**src/rtl/serial_cmd_rx.sv**
```systemverilog
// Host serial command receiver: 40-bit frames (R/W, 7-bit address, 32-bit data) into master_clk writes.
// Define SERIAL_READBACK_EN to build the read path (readback_addr / serial_sdo).
module serial_cmd_rx (
  input  logic        master_clk,
  input  logic        reset_n,
  input  logic        serial_sclk,
  input  logic        serial_sen_n,
  input  logic        serial_sdi,
  output logic        serial_sdo,
  output logic [6:0]  serial_addr,
  output logic [31:0] serial_data,
  output logic        serial_strobe,
  output logic [6:0]  readback_addr,
  input  logic [31:0] readback_data,
  output logic [7:0]  frame_err_cnt
);

  typedef enum logic [1:0] {
    IDLE   = 2'd0,
    SHIFT  = 2'd1,
    ACCEPT = 2'd2,
    ABORT  = 2'd3
  } state_t;

  state_t      state, state_nxt;

  logic [2:0]  sclk_sr;
  logic [2:0]  sen_sr;
  logic [2:0]  sdi_sr;
  logic [1:0]  sync_vld;
  logic        sen_armed;

  logic        sclk_rise;
  logic        sen_fall;
  logic        sen_rise;

  logic [5:0]  bit_cnt, cnt_nxt;
  logic [39:0] shift_sr, sr_nxt;
  logic        shift_en;
  logic        rd_frame_ok;
  logic        rd_ok_q;

  always_ff @(posedge master_clk) begin
    if (!reset_n) begin
      sclk_sr  <= '0;
      sen_sr   <= '1;
      sdi_sr   <= '0;
      sync_vld <= '0;
    end else begin
      sclk_sr  <= {sclk_sr[1:0], serial_sclk};
      sen_sr   <= {sen_sr[1:0], serial_sen_n};
      sdi_sr   <= {sdi_sr[1:0], serial_sdi};
      sync_vld <= {sync_vld[0], 1'b1};
    end
  end

  // The synchronizer resets to sen_n high, so a host still holding sen_n low
  // after reset would look like a new falling edge; require a real high first.
  always_ff @(posedge master_clk) begin
    if (!reset_n) begin
      sen_armed <= 1'b0;
    end else if (sync_vld[1] && sen_sr[1]) begin
      sen_armed <= 1'b1;
    end
  end

  assign sclk_rise = sclk_sr[1] & ~sclk_sr[2];
  assign sen_fall  = sen_sr[2] & ~sen_sr[1];
  assign sen_rise  = sen_sr[1] & ~sen_sr[2];

  // A coincident sclk edge is shifted in before the frame length is judged.
  always_comb begin
    state_nxt = state;
    shift_en  = 1'b0;
    cnt_nxt   = bit_cnt;
    sr_nxt    = shift_sr;
    case (state)
      IDLE: begin
        if (sen_fall && sen_armed) begin
          state_nxt = SHIFT;
        end
      end
      SHIFT: begin
        if (sclk_rise) begin
          shift_en = 1'b1;
          cnt_nxt  = (bit_cnt == 6'd63) ? bit_cnt : bit_cnt + 6'd1;
          sr_nxt   = {shift_sr[38:0], sdi_sr[2]};
        end
        if (sen_rise) begin
          state_nxt = ((cnt_nxt == 6'd40) && !sr_nxt[39]) ? ACCEPT : ABORT;
        end
      end
      ACCEPT:  state_nxt = IDLE;
      ABORT:   state_nxt = IDLE;
      default: state_nxt = IDLE;
    endcase
  end

  always_ff @(posedge master_clk) begin
    if (!reset_n) begin
      state <= IDLE;
    end else begin
      state <= state_nxt;
    end
  end

  always_ff @(posedge master_clk) begin
    if (!reset_n) begin
      bit_cnt       <= '0;
      shift_sr      <= '0;
      rd_ok_q       <= 1'b0;
      serial_addr   <= '0;
      serial_data   <= '0;
      serial_strobe <= 1'b0;
      frame_err_cnt <= '0;
    end else begin
      serial_strobe <= 1'b0;
      if (state == IDLE && state_nxt == SHIFT) begin
        bit_cnt  <= '0;
        shift_sr <= '0;
      end else begin
        bit_cnt  <= cnt_nxt;
        shift_sr <= sr_nxt;
      end
      if (state == SHIFT && sen_rise) begin
        rd_ok_q <= rd_frame_ok;
      end
      if (state == ACCEPT) begin
        serial_addr   <= shift_sr[38:32];
        serial_data   <= shift_sr[31:0];
        serial_strobe <= 1'b1;
      end
      if (state == ABORT && !rd_ok_q && frame_err_cnt != 8'hFF) begin
        frame_err_cnt <= frame_err_cnt + 8'd1;
      end
    end
  end

`ifdef SERIAL_READBACK_EN
  logic        sclk_fall;
  logic        rb_trig;
  logic [1:0]  rb_pipe;
  logic [31:0] rb_shift;
  logic        rb_active;

  assign sclk_fall   = ~sclk_sr[1] & sclk_sr[2];
  assign rd_frame_ok = (cnt_nxt == 6'd40) && sr_nxt[39];
  assign rb_trig     = shift_en && (cnt_nxt == 6'd8) && sr_nxt[7];

  // Address goes out on the 8th bit; the external word is sampled two cycles later.
  always_ff @(posedge master_clk) begin
    if (!reset_n) begin
      readback_addr <= '0;
      rb_pipe       <= '0;
      rb_shift      <= '0;
      rb_active     <= 1'b0;
    end else if (state != SHIFT) begin
      rb_pipe   <= '0;
      rb_shift  <= '0;
      rb_active <= 1'b0;
    end else begin
      rb_pipe <= {rb_pipe[0], rb_trig};
      if (rb_trig) begin
        readback_addr <= sr_nxt[6:0];
      end
      if (rb_pipe[1]) begin
        rb_shift  <= readback_data;
        rb_active <= 1'b1;
      end else if (sclk_fall && bit_cnt >= 6'd8) begin
        rb_shift <= {rb_shift[30:0], 1'b0};
      end
    end
  end

  assign serial_sdo = rb_active & rb_shift[31];
`else
  logic unused_rb;

  assign rd_frame_ok   = 1'b0;
  assign readback_addr = '0;
  assign serial_sdo    = 1'b0;
  assign unused_rb     = ^{readback_data, shift_en};
`endif

endmodule

```
**config.mk**
```make
export PLATFORM = sky130hd
export DESIGN_NAME = serial_cmd_rx
export DESIGN_NICKNAME = d
export VERILOG_FILES = /design/src/rtl/serial_cmd_rx.sv
export SDC_FILE = /design/constraint.sdc
export NUM_CORES = 1
export LEC_CHECK = 0
export BUFFER_PORTS_ARGS = -buffer_cell sky130_fd_sc_hd__buf_2
export CORE_MARGIN = 4
export CORE_UTILIZATION = 53
export CTS_CLUSTER_DIAMETER = 200
export DETAILED_ROUTE_END_ITERATION = 6
export PLACE_DENSITY = 0.78
export SLEW_MARGIN = 20
export SYNTH_ARGS = -nofsm -noshare
export SYNTH_HDL_FRONTEND = slang
export SYNTH_SLANG_ARGS = --single-unit
```
**constraint.sdc**
```tcl
create_clock -name master_clk -period 1.9 [get_ports master_clk]
set_input_delay 0.38 -clock master_clk [delete_from_list [all_inputs] [get_ports master_clk]]
set_output_delay 0.38 -clock master_clk [all_outputs]
set_load 0.05 [all_outputs]
```
==> results.toml, run 1 <==
[status]
status = "finished clean"

[routing]
drtIter0Drc = 172
remaining_drc_errors = 0
met1_length_mm = 3.76
wire_per_inst_um = 12.6
vias_per_cell = 5.17
postRouteAntennaNets = 0
wirelength_mm = 8.02
topRoutingLayerUsed = "met4"
met3_length_um = 356
vias = 3292
dr_wl_met2_mm = 3.79
drt-pass1-iter-count = 4

[floorplanning]
coreArea_um2 = 7410
die_area_um2 = 9240
fp.dieW_um = 96.1
die_h_um = 96.1
io_pins = 93
row_count = 31
start_util = 0.555

[cells_and_area]
final_area_um2 = 4750
syn_to_final_growth_pct = 15.5
n_antenna_cell = 0
final_cells = 637
layout.nets = 572
fillers = 659
drive_gt1_frac = 0.177

[place]
place.gp.congestion = 0.839
dp.final_hpwl_mm = 5.25
portBuffers = 52
placed_cell_area_um2 = 4530
placed_cells = 620

[global_routing]
grt_pass1_vias = 3036
antenna_found_initial = 0
grt_pass1_wl_mm = 13.7
grt_remaining_overflow = 0
groute.usage.overall = 0.186
grt_start_max_net_pins = 64

[clock_network]
cts.sink_count = 108
cts-root-buf = "clkbuf_8"
cts_tree = "built"
htreeDepth = 3
clock_latency_ps = 360
cts-buffers-inserted = 9
clock_path_buffers = 2
clkTransAtPathRegs_ps = 100

[sta]
tightest_slew_ps = 775
rsz0062_at_grt = "no"
finalSetupViolations = 0
finalCriticalPeriod_ps = 1780
max_slew_margin = 0.483
clock.fmax_mhz = 561
whs_ps = 188
hold_viol = 0
report.final.slew_viol_count = 0
fin_crit_sh = 0.938
finClkSkew_ps = 13.5

[synth]
yosys.cell_count.top_type = "nand2_1"
synth_seq_cells = 108
synth_area_leaders = "dfxtp_1 53%, nand2_1 15%, a21boi_0 7.8%, a21oi_1 5.2%, clkbuf_1 2.2%"
synthArstFlopShare = 0
synth_area_um2 = 4120
ys_seq_area_frac = 0.525
avgSynthCellArea_um2 = 8.47
synthTopCellsByCount = "165 x nand2_1, 108 x dfxtp_1, 43 x a21boi_0, 43 x a21oi_1, 24 x clkbuf_1"
syn_inst = 486
synth_edf_count = 0
synth_ff_type = "dfxtp_1"
synthDistinctLibCells = 41
synth_warnings = 0
yosysTopAreaCell = "dfxtp_1"
synth.top_cell.area_share = 0.525

[power_and_ir_drop]
vdd_drop_max_mv = 0.428
p_leak_nw = 1.75
power.density_nw_per_um2 = 799

[flow_run]
maxCapViolCount = 0

[setup_path]
path_delay_family = "simple AND/OR/NAND/NOR gates"
worstPathRequired_ps = 2140
worstSetupPathType = "flip-flop to flip-flop"
reg2reg_from = "bit_cnt[1]$_SDFFE_PP0P_"
critPathMaxFanout = 4
cpMaxStageDelayCell = "or4_4"
path_cells = "ha_1 > nand3_2 > or4_4 > a221oi_2 > a31oi_1"
slowest_delay_ps = 530
cp.arrival_ps = 2020
crit_path_end_kind = "flip-flop"
critPathLaunch = "bit_cnt[1]$_SDFFE_PP0P_"
critPathBufInv = 0
critPathLaunchType = "flip-flop"

[worst_hold_path]
hp-class = "input pin to flip-flop"
holdCritStartpoint = "serial_sen_n"
[placed cells by master, fill, tap and decap left out, types with 3 or more instances in the layout]
master | Yosys | layout
buf_4 | 9 | 11
o21ai_0 | 6 | 6
buf_2 | 6 | 52
nand3_1 | 6 | 6
nor2b_1 | 7 | 6
buf_12 | 0 | 4
dfxtp_1 | 108 | 106
clkbuf_8 | 0 | 9
mux2i_1 | 3 | 3
conb_1 | 1 | 8
and2_1 | 9 | 9
nor2_1 | 6 | 6
nand2_1 | 165 | 165
inv_1 | 3 | 3
a21oi_1 | 43 | 43
xor2_1 | 3 | 3
a21boi_0 | 43 | 43
nor3_1 | 4 | 4
nand2b_1 | 9 | 9
o31ai_1 | 3 | 3
[per-layer routing]
metal,vias to the layer above,GRT usage
met5,-,0
met4,0,0.0770
met3,9,0.0367
met2,79,0.317
met1,1526,0.229
li1,1678,-
[layout make-up]
cell class	instances	area (um2)	share of cell area
flip-flops and latches	108	2160	0.455
clock buffers	10	128	0.0268
inverters	3	11.3	0.00237
well taps	99	124	0.0261
multi-input cells	344	1830	0.386
repair buffers	67	423	0.0889
clock inverters	6	71.3	0.0150
[cell families after synthesis]
| family | synth area share |
|---|---|
| mux | 0.00730 |
| compound gates | 0.168 |
| fa+ha+maj | 0.00608 |
| buf+inv | 0.0483 |
| xor+xnor | 0.00851 |
| simple gates | 0.235 |
| other cells | 0.000911 |
| flops | 0.525 |
[where the power goes]
part | internal (mW) | switching, mW
combinational | 0.0376 | 0.0833
clock | 0.622 | 0.777
sequential | 2.27 | 0.00646
total | 2.93 | 0.867
[worst reg2reg max path, stage by stage (launching register included)]
cell      delay (ps)
dfxtp_1          390
ha_1             220
nand3_2          120
or4_4            530
a221oi_2         290
a31oi_1          120
[sequential cells by signal, indices dropped and copies added, names as in the netlist]
register       flops
sen_armed          1
serial_addr        7
sync_vld           2
sclk_sr            3
serial_strobe      1
serial_data       32
sen_sr             3
sdi_sr             3
frame_err_cnt      8
state              2
shift_sr          40
bit_cnt            6
[per-stage QoR]
stage               setup WS, ps   util  setup TNS (ps)  total power [mW]
floorplan                   69.8      -               0              2.43
global placement            37.2  0.612               0              2.45
detailed placement         -25.3  0.612            -320              2.45
CTS                          139  0.641               0              3.84
global route                14.2  0.642               0              3.94
finish                       118  0.642               0              3.80
[worst paths after layout]
kind	to	slack [ps]	cells after the start
worst max-delay path	state[0]$_SDFF_PN0_	120	5
worst min-delay path	sen_sr[0]$_SDFF_PN1_	190	2
worst max register to register	state[0]$_SDFF_PN0_	120	5
worst min register to register	sclk_sr[1]$_SDFF_PN0_	440	1
[repair_timing]
| action | 4_1_cts | 5_1_grt |
|---|---|---|
| resized for setup | 0 | 1 |
| gates cloned | 1 | 0 |
| pin swaps | 1 | 0 |
| setup endpoints to repair | 18 | 2 |
| setup buffers | 0 | 0 |
| hold buffers | 0 | 0 |
(Power assumes the default switching activity.)
==> run 2, diff against run 1 <==
--- a/config.mk
+++ b/config.mk
@@ -6,8 +6,10 @@
 export NUM_CORES = 1
 export LEC_CHECK = 0
 export BUFFER_PORTS_ARGS = -buffer_cell sky130_fd_sc_hd__buf_2
+export CAP_MARGIN = 10
 export CORE_MARGIN = 4
 export CORE_UTILIZATION = 53
+export CTS_BUF_LIST = sky130_fd_sc_hd__clkbuf_16
 export CTS_CLUSTER_DIAMETER = 200
 export DETAILED_ROUTE_END_ITERATION = 6
 export PLACE_DENSITY = 0.78
==> constraint.sdc (replaced) <==
create_clock -name master_clk -period 1.99 [get_ports master_clk]
set_input_delay 0.398 -clock master_clk [delete_from_list [all_inputs] [get_ports master_clk]]
set_output_delay 0.398 -clock master_clk [all_outputs]
set_load 0.05 [all_outputs]
==> results.toml, run 2 (same netlist as run 1, synthesis figures left out) <==
[floorplanning]
die_h_um = 96.1
coreArea_um2 = 7410
fp.dieW_um = 96.1
die_area_um2 = 9240
io_pins = 93
row_count = 31
start_util = 0.555

[clock_network]
clock_latency_ps = 340
htreeDepth = 3
clock_path_buffers = 2
cts_tree = "built"
cts-buffers-inserted = 9
cts_resized = 0
cts-root-buf = "clkbuf_16"
cts_setup_buffers = 0
cts_hold_buffers = 0
clkTransAtPathRegs_ps = 70
cts.sink_count = 108

[place]
dp.final_hpwl_mm = 5.36
placed_cell_area_um2 = 4480
placed_cells = 620
portBuffers = 52
place.gp.congestion = 0.801
post-place-ws_ps = 136

[cells_and_area]
final_area_um2 = 4780
largest_reg_flops = 40
final_common_cell = "nand2_1"
n_antenna_cell = 0
syn_to_final_growth_pct = 16.2
final_cells = 636
top_register = "shift_sr"
final_cell_mix = "165 x nand2_1, 108 x dfxtp_1, 52 x buf_2"
drive_gt1_frac = 0.173
reg_top3 = "shift_sr x40, serial_data x32, frame_err_cnt x8"
layout.nets = 571

[setup_path]
cp.arrival_ps = 2100
critPathLaunchType = "flip-flop"
worstPathRequired_ps = 2210
critPathMaxFanout = 6
crit_path_end_kind = "flip-flop"
worstSetupPathType = "flip-flop to flip-flop"

[sta]
max_slew_margin = 0.473
postLayoutSetupSlackWorst_ps = 112
clock.fmax_mhz = 533
finalCriticalPeriod_ps = 1880
finalSetupViolations = 0
hold_viol = 0
fin_crit_sh = 0.943
rsz0062_at_grt = "no"
finalSetupTns_ps = 0
finClkSkew_ps = 5.41
tightest_slew_ps = 791
report.final.slew_viol_count = 0

[routing]
wire_per_inst_um = 12.3
remaining_drc_errors = 0
wirelength_mm = 7.84
vias = 3250
drt-pass1-iter-count = 4
postRouteAntennaNets = 0
vias_per_cell = 5.11
drtIter0Drc = 149

[global_routing]
groute.usage.overall = 0.186
grt_start_max_net_pins = 41
antenna_found_initial = 0
grt_pass1_wl_mm = 13.5
grt_remaining_overflow = 0
grt_pass1_vias = 3067

[status]
status = "finished clean"

[power_and_ir_drop]
vdd_drop_max_mv = 0.469
p_leak_nw = 1.77
power_mw = 4.06
power.density_nw_per_um2 = 849

[flow_run]
maxCapViolCount = 0

[worst_hold_path]
hp-class = "input pin to flip-flop"
-- run 2: cell count changes in the layout (fill, tap and decap cells not counted), moves of 2 or more --
| cell | previous run | this run |
|---|---|---|
| buf_12 | 4 | 0 |
| clkbuf_8 | 9 | 0 |
| buf_4 | 11 | 15 |
| clkbuf_16 | 0 | 9 |
| dfxtp_1 | 106 | 108 |
| dfxtp_2 | 2 | 0 |
-- run 2: area by class of cell --
| type | count | area (um2) |
|---|---|---|
| Clock buffer | 9 | 225 |
| Clock inverter | 7 | 76.3 |
| Fill cell | 645 | 2630 |
| Inverter | 3 | 11.3 |
| Multi-Input combinational cell | 343 | 1810 |
| Sequential cell | 108 | 2160 |
| Tap cell | 99 | 124 |
| Timing Repair Buffer | 67 | 373 |
-- run 2: worst max-delay path, stage by stage, from the launching register on --
cell      delay (ps)
dfxtp_1          410
ha_1             290
nand3_2          130
or4_4            530
a221oi_2         290
a31oi_1          110
-- run 2: worst paths after layout --
path | startpoint | endpoint | slack (ps) | cells after the start
setup / recovery | bit_cnt[0]$_SDFFE_PP0P_ | state[0]$_SDFF_PN0_ | 110 | 5
hold / removal | serial_sen_n | sen_sr[0]$_SDFF_PN1_ | 240 | 2
setup reg to reg | bit_cnt[0]$_SDFFE_PP0P_ | state[0]$_SDFF_PN0_ | 110 | 5
hold reg to reg | sen_sr[0]$_SDFF_PN1_ | sen_sr[1]$_SDFF_PN1_ | 430 | 1
-- run 2: metal layers --
metal,vias to the layer above,wire (um),GRT usage
met5,-,0,0
met4,0,140,0.0841
met3,11,396,0.0375
met2,67,3740,0.309
met1,1500,3550,0.231
li1,1672,-,-
-- run 2: report_power, final --
| part | total (mW) | internal [mW] | switching [mW] |
|---|---|---|---|
| combinational | 0.107 | 0.0309 | 0.0759 |
| clock | 1.78 | 0.982 | 0.794 |
| sequential | 2.18 | 2.17 | 0.00666 |
| total | 4.06 | 3.18 | 0.876 |
-- run 2: metrics by stage --
stage,hold WS [ps],utilization
after floorplan,386,-
after global placement,402,0.605
after detailed placement,416,0.605
after CTS,225,0.646
after global routing,248,0.646
final,235,0.646
==> run 3, diff against run 2 <==
--- a/config.mk
+++ b/config.mk
@@ -12,7 +12,8 @@
 export CTS_BUF_LIST = sky130_fd_sc_hd__clkbuf_16
 export CTS_CLUSTER_DIAMETER = 200
 export DETAILED_ROUTE_END_ITERATION = 6
-export PLACE_DENSITY = 0.78
+export PLACE_DENSITY_LB_ADDON = 0.2
+export REMOVE_ABC_BUFFERS = 1
 export SLEW_MARGIN = 20
 export SYNTH_ARGS = -nofsm -noshare
 export SYNTH_HDL_FRONTEND = slang
==> results.toml, run 3 (same netlist as run 1, synthesis figures left out) <==
[global_routing]
groute.usage.overall = 0.182
antenna_found_initial = 0
grt_pass1_vias = 2990
grt_pass1_wl_mm = 13.4
grt_start_max_net_pins = 47
grt_remaining_overflow = 0

[routing]
wire_per_inst_um = 12.4
postRouteAntennaNets = 0
drtIter0Drc = 196
wirelength_mm = 7.87
drt-pass1-iter-count = 4
remaining_drc_errors = 0
vias_per_cell = 5.14
vias = 3251

[cells_and_area]
largest_reg_flops = 40
multi_input_area_um2 = 1810
final_cell_mix = "165 x nand2_1, 108 x dfxtp_1, 52 x buf_2"
reg_top3 = "shift_sr x40, serial_data x32, frame_err_cnt x8"
n_antenna_cell = 0
layout.nets = 568
final_common_cell = "nand2_1"
syn_to_final_growth_pct = 15.7
top_register = "shift_sr"
fillers = 623
ff_latch_area_um2 = 2160
drive_gt1_frac = 0.165

[clock_network]
clkTransAtPathRegs_ps = 70
cts_tree = "built"
cts_resized = 0
cts.sink_count = 108
cts-root-buf = "clkbuf_16"
htreeDepth = 3
cts_hold_buffers = 0
cts_setup_buffers = 0
cts-buffers-inserted = 9
clock_latency_ps = 330
clock_path_buffers = 2

[floorplanning]
start_util = 0.555
io_pins = 93
die_h_um = 96.1
die_area_um2 = 9240
row_count = 31
coreArea_um2 = 7410
fp.dieW_um = 96.1

[sta]
postLayoutSetupSlackWorst_ps = 151
report.final.slew_viol_count = 0
rsz0062_at_grt = "no"
finalCriticalPeriod_ps = 1840
clock.fmax_mhz = 544
finClkSkew_ps = 7.08
hold_viol = 0
fin_crit_sh = 0.924
finalSetupViolations = 0

[setup_path]
cp.arrival_ps = 2060
worstPathRequired_ps = 2210
path_delay_family = "simple AND/OR/NAND/NOR gates"
cpMaxStageDelayCell = "or4_4"
path_cells = "ha_1 > nand3_2 > or4_4 > a221oi_2 > a31oi_1"
slowest_delay_ps = 530
critPathMaxFanout = 6
worstSetupPathType = "flip-flop to flip-flop"
critPathBufInv = 0
critPathLaunchType = "flip-flop"
crit_path_end_kind = "flip-flop"

[place]
dp.final_hpwl_mm = 5.22
portBuffers = 52
place.gp.congestion = 0.771
post-place-ws_ps = 159

[power_and_ir_drop]
p_leak_nw = 1.76
power_mw = 3.94
power.density_nw_per_um2 = 828
vdd_drop_max_mv = 0.428

[worst_hold_path]
hp-class = "input pin to flip-flop"

[status]
status = "finished clean"

[flow_run]
maxCapViolCount = 0
run 3: cell count changes in the layout (fill, tap and decap cells not counted), sizes merged:
cell,previous run,this run
clkinvlp,2,1
clkinv,3,4
bufinv,1,0
inv,4,5
buf,67,64
run 3: metal layers:
| layer | global-route usage | part of all wire | up-vias |
|---|---|---|---|
| met5 | 0 | 0 | - |
| met4 | 0.0486 | 0.011 | 0 |
| met3 | 0.0493 | 0.050 | 8 |
| met2 | 0.304 | 0.47 | 70 |
| met1 | 0.233 | 0.47 | 1495 |
| li1 | - | - | 1678 |
run 3: path summary, 6_finish.rpt:
check                              end  slack, ps                     from  depth (start not counted)
setup / recovery   state[0]$_SDFF_PN0_        150  bit_cnt[0]$_SDFFE_PP0P_                          5
hold / removal    sen_sr[0]$_SDFF_PN1_        250             serial_sen_n                          2
setup reg to reg   state[0]$_SDFF_PN0_        150  bit_cnt[0]$_SDFFE_PP0P_                          5
hold reg to reg   sen_sr[1]$_SDFF_PN1_        410     sen_sr[0]$_SDFF_PN1_                          1
run 3: stage by stage:
step,hold WS (ps),TNS (ps),instance area [um2],instances,utilization
finish,250,0,4760,633,0.643
global route,246,0,4760,633,0.643
CTS,245,0,4760,633,0.643
detailed placement,408,0,4480,617,0.605
global placement,391,0,4480,617,0.605
floorplan,386,-84850,3950,454,-
run 3: power breakdown:
part / switching (mW) / total (mW) / internal [mW]
clock: 0.796 / 1.65 / 0.858
sequential: 0.00617 / 2.18 / 2.17
combinational: 0.0762 / 0.110 / 0.0336
run 3: final cells by class:
type,instances,area share
Inverter,3,0.00237
Clock inverter,7,0.0108
Tap cell,99,0.0260
Timing Repair Buffer,64,0.0788
Multi-Input combinational cell,343,0.381
Clock buffer,9,0.0473
Sequential cell,108,0.454
